[config.mk]
export PLATFORM = sky130hd
export DESIGN_NAME = systolic_operand_buf
export DESIGN_NICKNAME = d
export VERILOG_FILES = /design/src/rtl/systolic_operand_buf.sv
export SDC_FILE = /design/constraint.sdc
export NUM_CORES = 1
export LEC_CHECK = 0
export CORE_MARGIN = 10
export CORE_UTILIZATION = 61
export CTS_BUF_LIST = sky130_fd_sc_hd__clkbuf_16
export CTS_CLUSTER_SIZE = 25
export DETAILED_ROUTE_END_ITERATION = 6
export PLACE_DENSITY = 0.89
export SETUP_SLACK_MARGIN = 0.3
export SYNTH_ARGS = -nofsm -noshare
export SYNTH_HDL_FRONTEND = slang
export SYNTH_SLANG_ARGS = --single-unit
[constraint.sdc]
create_clock -name clk_i -period 9 [get_ports clk_i]
set_input_delay 1.8 -clock clk_i [delete_from_list [all_inputs] [get_ports clk_i]]
set_output_delay 1.8 -clock clk_i [all_outputs]
set_load 0.02 [all_outputs]
[src/rtl/systolic_operand_buf.sv]
// systolic_operand_buf
// Double-banked operand buffer feeding one edge of the systolic MAC array. The host writes
// one LANES-wide vector per cycle into either bank. A start streams a whole bank out, either
// diagonally skewed (lane l delayed by l beats) or lane-aligned. While one bank streams, the
// other bank stays writable (ping-pong).
//
// Ports:
//   clk_i        clock, all logic on the rising edge
//   rst_i        synchronous active-high reset (memory contents are kept)
//   wr_en_i      write strobe
//   wr_bank_i    target bank of the write
//   wr_addr_i    vector index of the write
//   wr_data_i    vector to write, lane l at [l*BITS +: BITS]
//   start_i      stream request
//   rd_bank_i    bank to stream, sampled with an accepted start
//   skew_i       1 = skewed stream, 0 = aligned stream, sampled with an accepted start
//   out_data_o   streamed vector (registered), invalid lanes read as zero
//   out_valid_o  per-lane valid (registered)
//   busy_o       stream in progress, through the cycle showing the last beat
//   done_o       one-cycle pulse with the last beat
//   err_o        one-cycle pulse after a rejected start and/or rejected write
module systolic_operand_buf #(
  parameter int unsigned BITS  = 8,
  parameter int unsigned LANES = 8,
  parameter int unsigned DEPTH = 8,
  localparam int unsigned AW   = (DEPTH > 1) ? $clog2(DEPTH) : 1
) (
  input  logic                    clk_i,
  input  logic                    rst_i,
  input  logic                    wr_en_i,
  input  logic                    wr_bank_i,
  input  logic [AW-1:0]           wr_addr_i,
  input  logic [LANES*BITS-1:0]   wr_data_i,
  input  logic                    start_i,
  input  logic                    rd_bank_i,
  input  logic                    skew_i,
  output logic [LANES*BITS-1:0]   out_data_o,
  output logic [LANES-1:0]        out_valid_o,
  output logic                    busy_o,
  output logic                    done_o,
  output logic                    err_o
);

  localparam int unsigned LenSkew  = DEPTH + LANES - 1;
  localparam int unsigned LenAlign = DEPTH;
  localparam int unsigned TW       = $clog2(DEPTH + LANES);

  typedef enum logic [0:0] {StIdle, StStream} state_e;

  state_e                  state_q;
  logic [TW-1:0]           t_q;
  logic                    bank_q;
  logic                    skew_q;
  logic                    busy_q;
  logic                    done_q;
  logic                    err_q;
  logic [LANES*BITS-1:0]   out_data_q;
  logic [LANES-1:0]        out_valid_q;

  logic [LANES*BITS-1:0]   mem_q [2][DEPTH];

  // Write acceptance: address in range, and not aimed at the bank currently being streamed.
  logic addr_ok;
  logic wr_reject;
  logic wr_commit;

  if (DEPTH < (1 << AW)) begin : g_sparse_addr
    assign addr_ok = 32'(wr_addr_i) < DEPTH;
  end else begin : g_dense_addr
    assign addr_ok = 1'b1;
  end

  assign wr_reject = !addr_ok || (busy_q && (wr_bank_i == bank_q));
  assign wr_commit = wr_en_i && !wr_reject;

  always_ff @(posedge clk_i) begin
    if (wr_commit) begin
      mem_q[wr_bank_i][wr_addr_i] <= wr_data_i;
    end
  end

  // Beat t: lane l reads vector k = t - off_l, where off_l = l when skewed.
  logic [LANES*BITS-1:0] beat_data;
  logic [LANES-1:0]      beat_valid;
  int unsigned           tt;
  int unsigned           off;
  int unsigned           k;
  logic                  last_beat;

  always_comb begin
    beat_data  = '0;
    beat_valid = '0;
    tt         = 32'(t_q);
    off        = 32'd0;
    k          = 32'd0;
    for (int unsigned l = 0; l < LANES; l++) begin
      off = skew_q ? l : 32'd0;
      if (tt >= off && (tt - off) < DEPTH) begin
        k = tt - off;
        beat_data[l*BITS +: BITS] = mem_q[bank_q][k[AW-1:0]][l*BITS +: BITS];
        beat_valid[l]             = 1'b1;
      end
    end
    last_beat = skew_q ? (tt == LenSkew - 1) : (tt == LenAlign - 1);
  end

  always_ff @(posedge clk_i) begin
    if (rst_i) begin
      state_q     <= StIdle;
      t_q         <= '0;
      bank_q      <= 1'b0;
      skew_q      <= 1'b0;
      busy_q      <= 1'b0;
      done_q      <= 1'b0;
      err_q       <= 1'b0;
      out_data_q  <= '0;
      out_valid_q <= '0;
    end else begin
      // A rejected start and a rejected write on the same edge give one pulse.
      err_q       <= (start_i && busy_q) || (wr_en_i && wr_reject);
      done_q      <= 1'b0;
      out_data_q  <= '0;
      out_valid_q <= '0;
      unique case (state_q)
        StIdle: begin
          // busy_q is still high in the done cycle, so a start there is rejected.
          if (start_i && !busy_q) begin
            state_q <= StStream;
            bank_q  <= rd_bank_i;
            skew_q  <= skew_i;
            t_q     <= '0;
            busy_q  <= 1'b1;
          end else begin
            busy_q  <= 1'b0;
          end
        end
        StStream: begin
          out_data_q  <= beat_data;
          out_valid_q <= beat_valid;
          t_q         <= t_q + TW'(1);
          if (last_beat) begin
            state_q <= StIdle;
            done_q  <= 1'b1;
          end
        end
        default: state_q <= StIdle;
      endcase
    end
  end

  assign out_data_o  = out_data_q;
  assign out_valid_o = out_valid_q;
  assign busy_o      = busy_q;
  assign done_o      = done_q;
  assign err_o       = err_q;

endmodule
==> summary.txt <==
CTS
  – Clk_lat worst skew: 0.68 ns
  – Post-CTS setup buffer count: 0
  – Root Buffer: clkbuf_16
  – Total clock sinks: 1,107
  – # resized after CTS: 0
  – Clk slew on worst S/H paths: ~0.07 ns
  – Cts bufs inserted: a little over 100
  – CTS tree: built
  – Hold-fix buffers, CTS: 0
  – CTS Buffer Depth: 3
  – # H-tree levels: 3

Final layout
  – Final #Nets: 2,123
  – Area Overhead vs Synth: 14.1%
  – Number of fill cells: 3,559
  – Layout cell share with drive strength beyond 1: 0.210
  – Final core utilization: 0.703

Outcome
  – Status: finished clean

Flow run
  – MaxCap Viol Count: 0

Place
  – Final GP Congestion: 0.796
  – Port bufs: 148
  – Dpl hpwl: between 50,000 and 60,000 um

Floorplanning
  – # rows: 95
  – Initial Util: 0.616
  – Die width: between 200 and 300 um
  – Floorplan die height: 281 um
  – Top-Level Pins: 149
  – Die ar.: 78,700 um^2
  – Core Region: 67,300 um^2

Route
  – Wire length per cell: 35.6 um
  – DRT iter0 DRCs: roughly 3,500
  – Final wirelength: approximately 110,000 um
  – Post-DR vias/cell: between 7 and 8
  – Final ANT Viol Nets: 0
  – Detailed-route via count: 21,500
  – Drt first pass iters: 5
  – DRC: 0

Pwr
  – Clock Power Share: 0.403
  – Power Density: about 230 nW/um^2
  – Pleak: 14.8 nW
  – Sw Ratio: 0.225
  – P_int: 8.43 mW
  – Psw: 2.44 mW
  – Power Total: 10.9 mW
  – Gate power share: 0.068
  – Sequential power share: 0.529
  – Peak supply drop: around 0.15 mV

Logic synthesis
  – Most numerous cell in the Yosys netlist: edfxtp_1
  – Synthesized cell area: ~41,000 um^2
  – Unique masters post-synth: 54
  – Syn Inst Count: 1,842
  – Post-synth EDFFs: 1,024
  – Seq cells post-synth: 1,107
  – Avg Inst Size Synth: 22.5 um^2
  – Synth top area share: 0.742
  – Yosys top cell by area: edfxtp_1
  – Dominant synthesized flop cell: edfxtp_1
  – Main area contributors after synthesis: edfxtp_1 74%, mux4_2 13%, dfxtp_1 4.0%
  – Asr flop ratio synth: 0
  – Post-synthesis sequential area ratio: 0.782
  – Syn Nets: 1,929
  – Ys Warns: 0
  – Top cells by count, synth: 1,024 x edfxtp_1, 237 x mux4_2, 121 x mux2i_1

Hold path
  – Hold Crit Class: reg2reg

Global route
  – Vias in the first global route: 21,800
  – GRT overflow: 0
  – Global-route wire length before repair: 150,000 um
  – Largest net degree at the start of global routing: 116
  – Initial antenna violation count: 13
  – Overall global routing resource usage: 0.261

Timing
  – Fmax: 206 MHz
  – Slew HR: 0.140
  – Setup TNS: 0 ns
  – Final setup violation count: 0
  – Hold Fails Final Rpt: 0
  – Max Clock Skew: 0.0332 ns
  – Final Cycle Share: 0.539
  – Final min period: 4.85 ns
  – RSZ-0062 raised after global routing: no
  – Worst slew pin tran: 1.29 ns
  – Pins Over Slew Limit: 0

Setup path
  – Crit Path Max Fanout: 55
  – Worst Setup End Kind: flop
  – Critical path class: reg2reg
  – Worst Path Arrival: 5.33 ns
  – Data required, critical path: around 9.5 ns
  – Setup crit start kind: flop
worst max-delay path, cell delays in order, from the launching register on:
cell and delay (ns):
dfxtp_4 1.00, inv_1 0.34, ha_1 0.39, fa_1 1.16
nor2b_4 0.93, a221oi_1 0.27, a22oi_1 0.35, a2111oi_1 0.18
cell families after synthesis:
| logic type | Yosys count | synth area share |
|---|---|---|
| AO/OA/AOI/OAI | 149 | 0.0264 |
| adder cells (fa/ha/maj) | 13 | 0.00429 |
| flip-flops | 1107 | 0.782 |
| multiplexers | 359 | 0.158 |
| AND/OR/NAND/NOR | 102 | 0.0130 |
| XOR/XNOR | 12 | 0.00254 |
| buffers and inverters | 100 | 0.0132 |
power groups by stage:
| stage | Combinational [mW] | Sequential, mW | Clock, mW |
|---|---|---|---|
| 3_3_place_gp | 0.666 | 5.85 | 0 |
| 6_report | 0.742 | 5.75 | 4.38 |
| 3_5_place_dp | 0.703 | 5.85 | 0 |
| 2_1_floorplan | 0.426 | 5.85 | 0 |
| 5_1_grt | 0.772 | 5.75 | 4.56 |
| 4_1_cts | 0.727 | 5.75 | 4.36 |
registers in the layout (all words and copies together) (netlist names), 4 cells and up, named ones only:
signal and count:
mem_q 1024, out_data_o 64, t_q 4, out_valid_o 8
per-stage QoR:
step	area, um^2	hold slack, ns	setup WS [ns]	std cells
2_1_floorplan	41400	0.506	1.91	1842
3_3_place_gp	43900	0.596	3.97	2804
3_5_place_dp	43900	0.637	3.87	2804
4_1_cts	47200	0.686	4.23	2999
5_1_grt	47300	0.720	4.05	3007
6_report	47300	0.732	4.15	3009
area by class of cell:
type	count	area [um^2]	area share
diodes	10	25.0	0.000529
clock buffers	106	2650	0.0561
clock inverters	89	699	0.0148
inverters	12	45.0	0.000953
multi-input cells	635	8630	0.182
flip-flops and latches	1107	32400	0.686
well taps	873	1090	0.0231
repair buffers	177	1710	0.0362
placed cells by master (no fill, tap or decap), types with 20 or more instances in the layout:
cell and count:
edfxtp_1 1024, inv_1 31, buf_4 28, clkinv_2 26
a221oi_1 32, mux4_2 237, mux2i_1 121, dfxtp_1 81
clkdlybuf4s50_1 148, clkbuf_16 106, and2_1 20
routing by layer:
layer | global-route usage | vias up | part of all wire
li1 | - | 8191 | -
met1 | 0.326 | 11100 | 0.33
met2 | 0.442 | 1867 | 0.51
met3 | 0.0509 | 339 | 0.11
met4 | 0.115 | 8 | 0.047
met5 | 0 | - | 0.00049
path summary, 6_finish.rpt:
| path | start | end | slack [ns] | cells after the start |
|---|---|---|---|---|
| max | t_q[0] | out_data_o[59] | 4.15 | 7 |
| min | bank_q | flop | 0.73 | 2 |
| max reg2reg | t_q[0] | out_data_o[59] | 4.15 | 7 |
| min reg2reg | bank_q | flop | 0.73 | 2 |
Power figures use the tool's default switching activity.
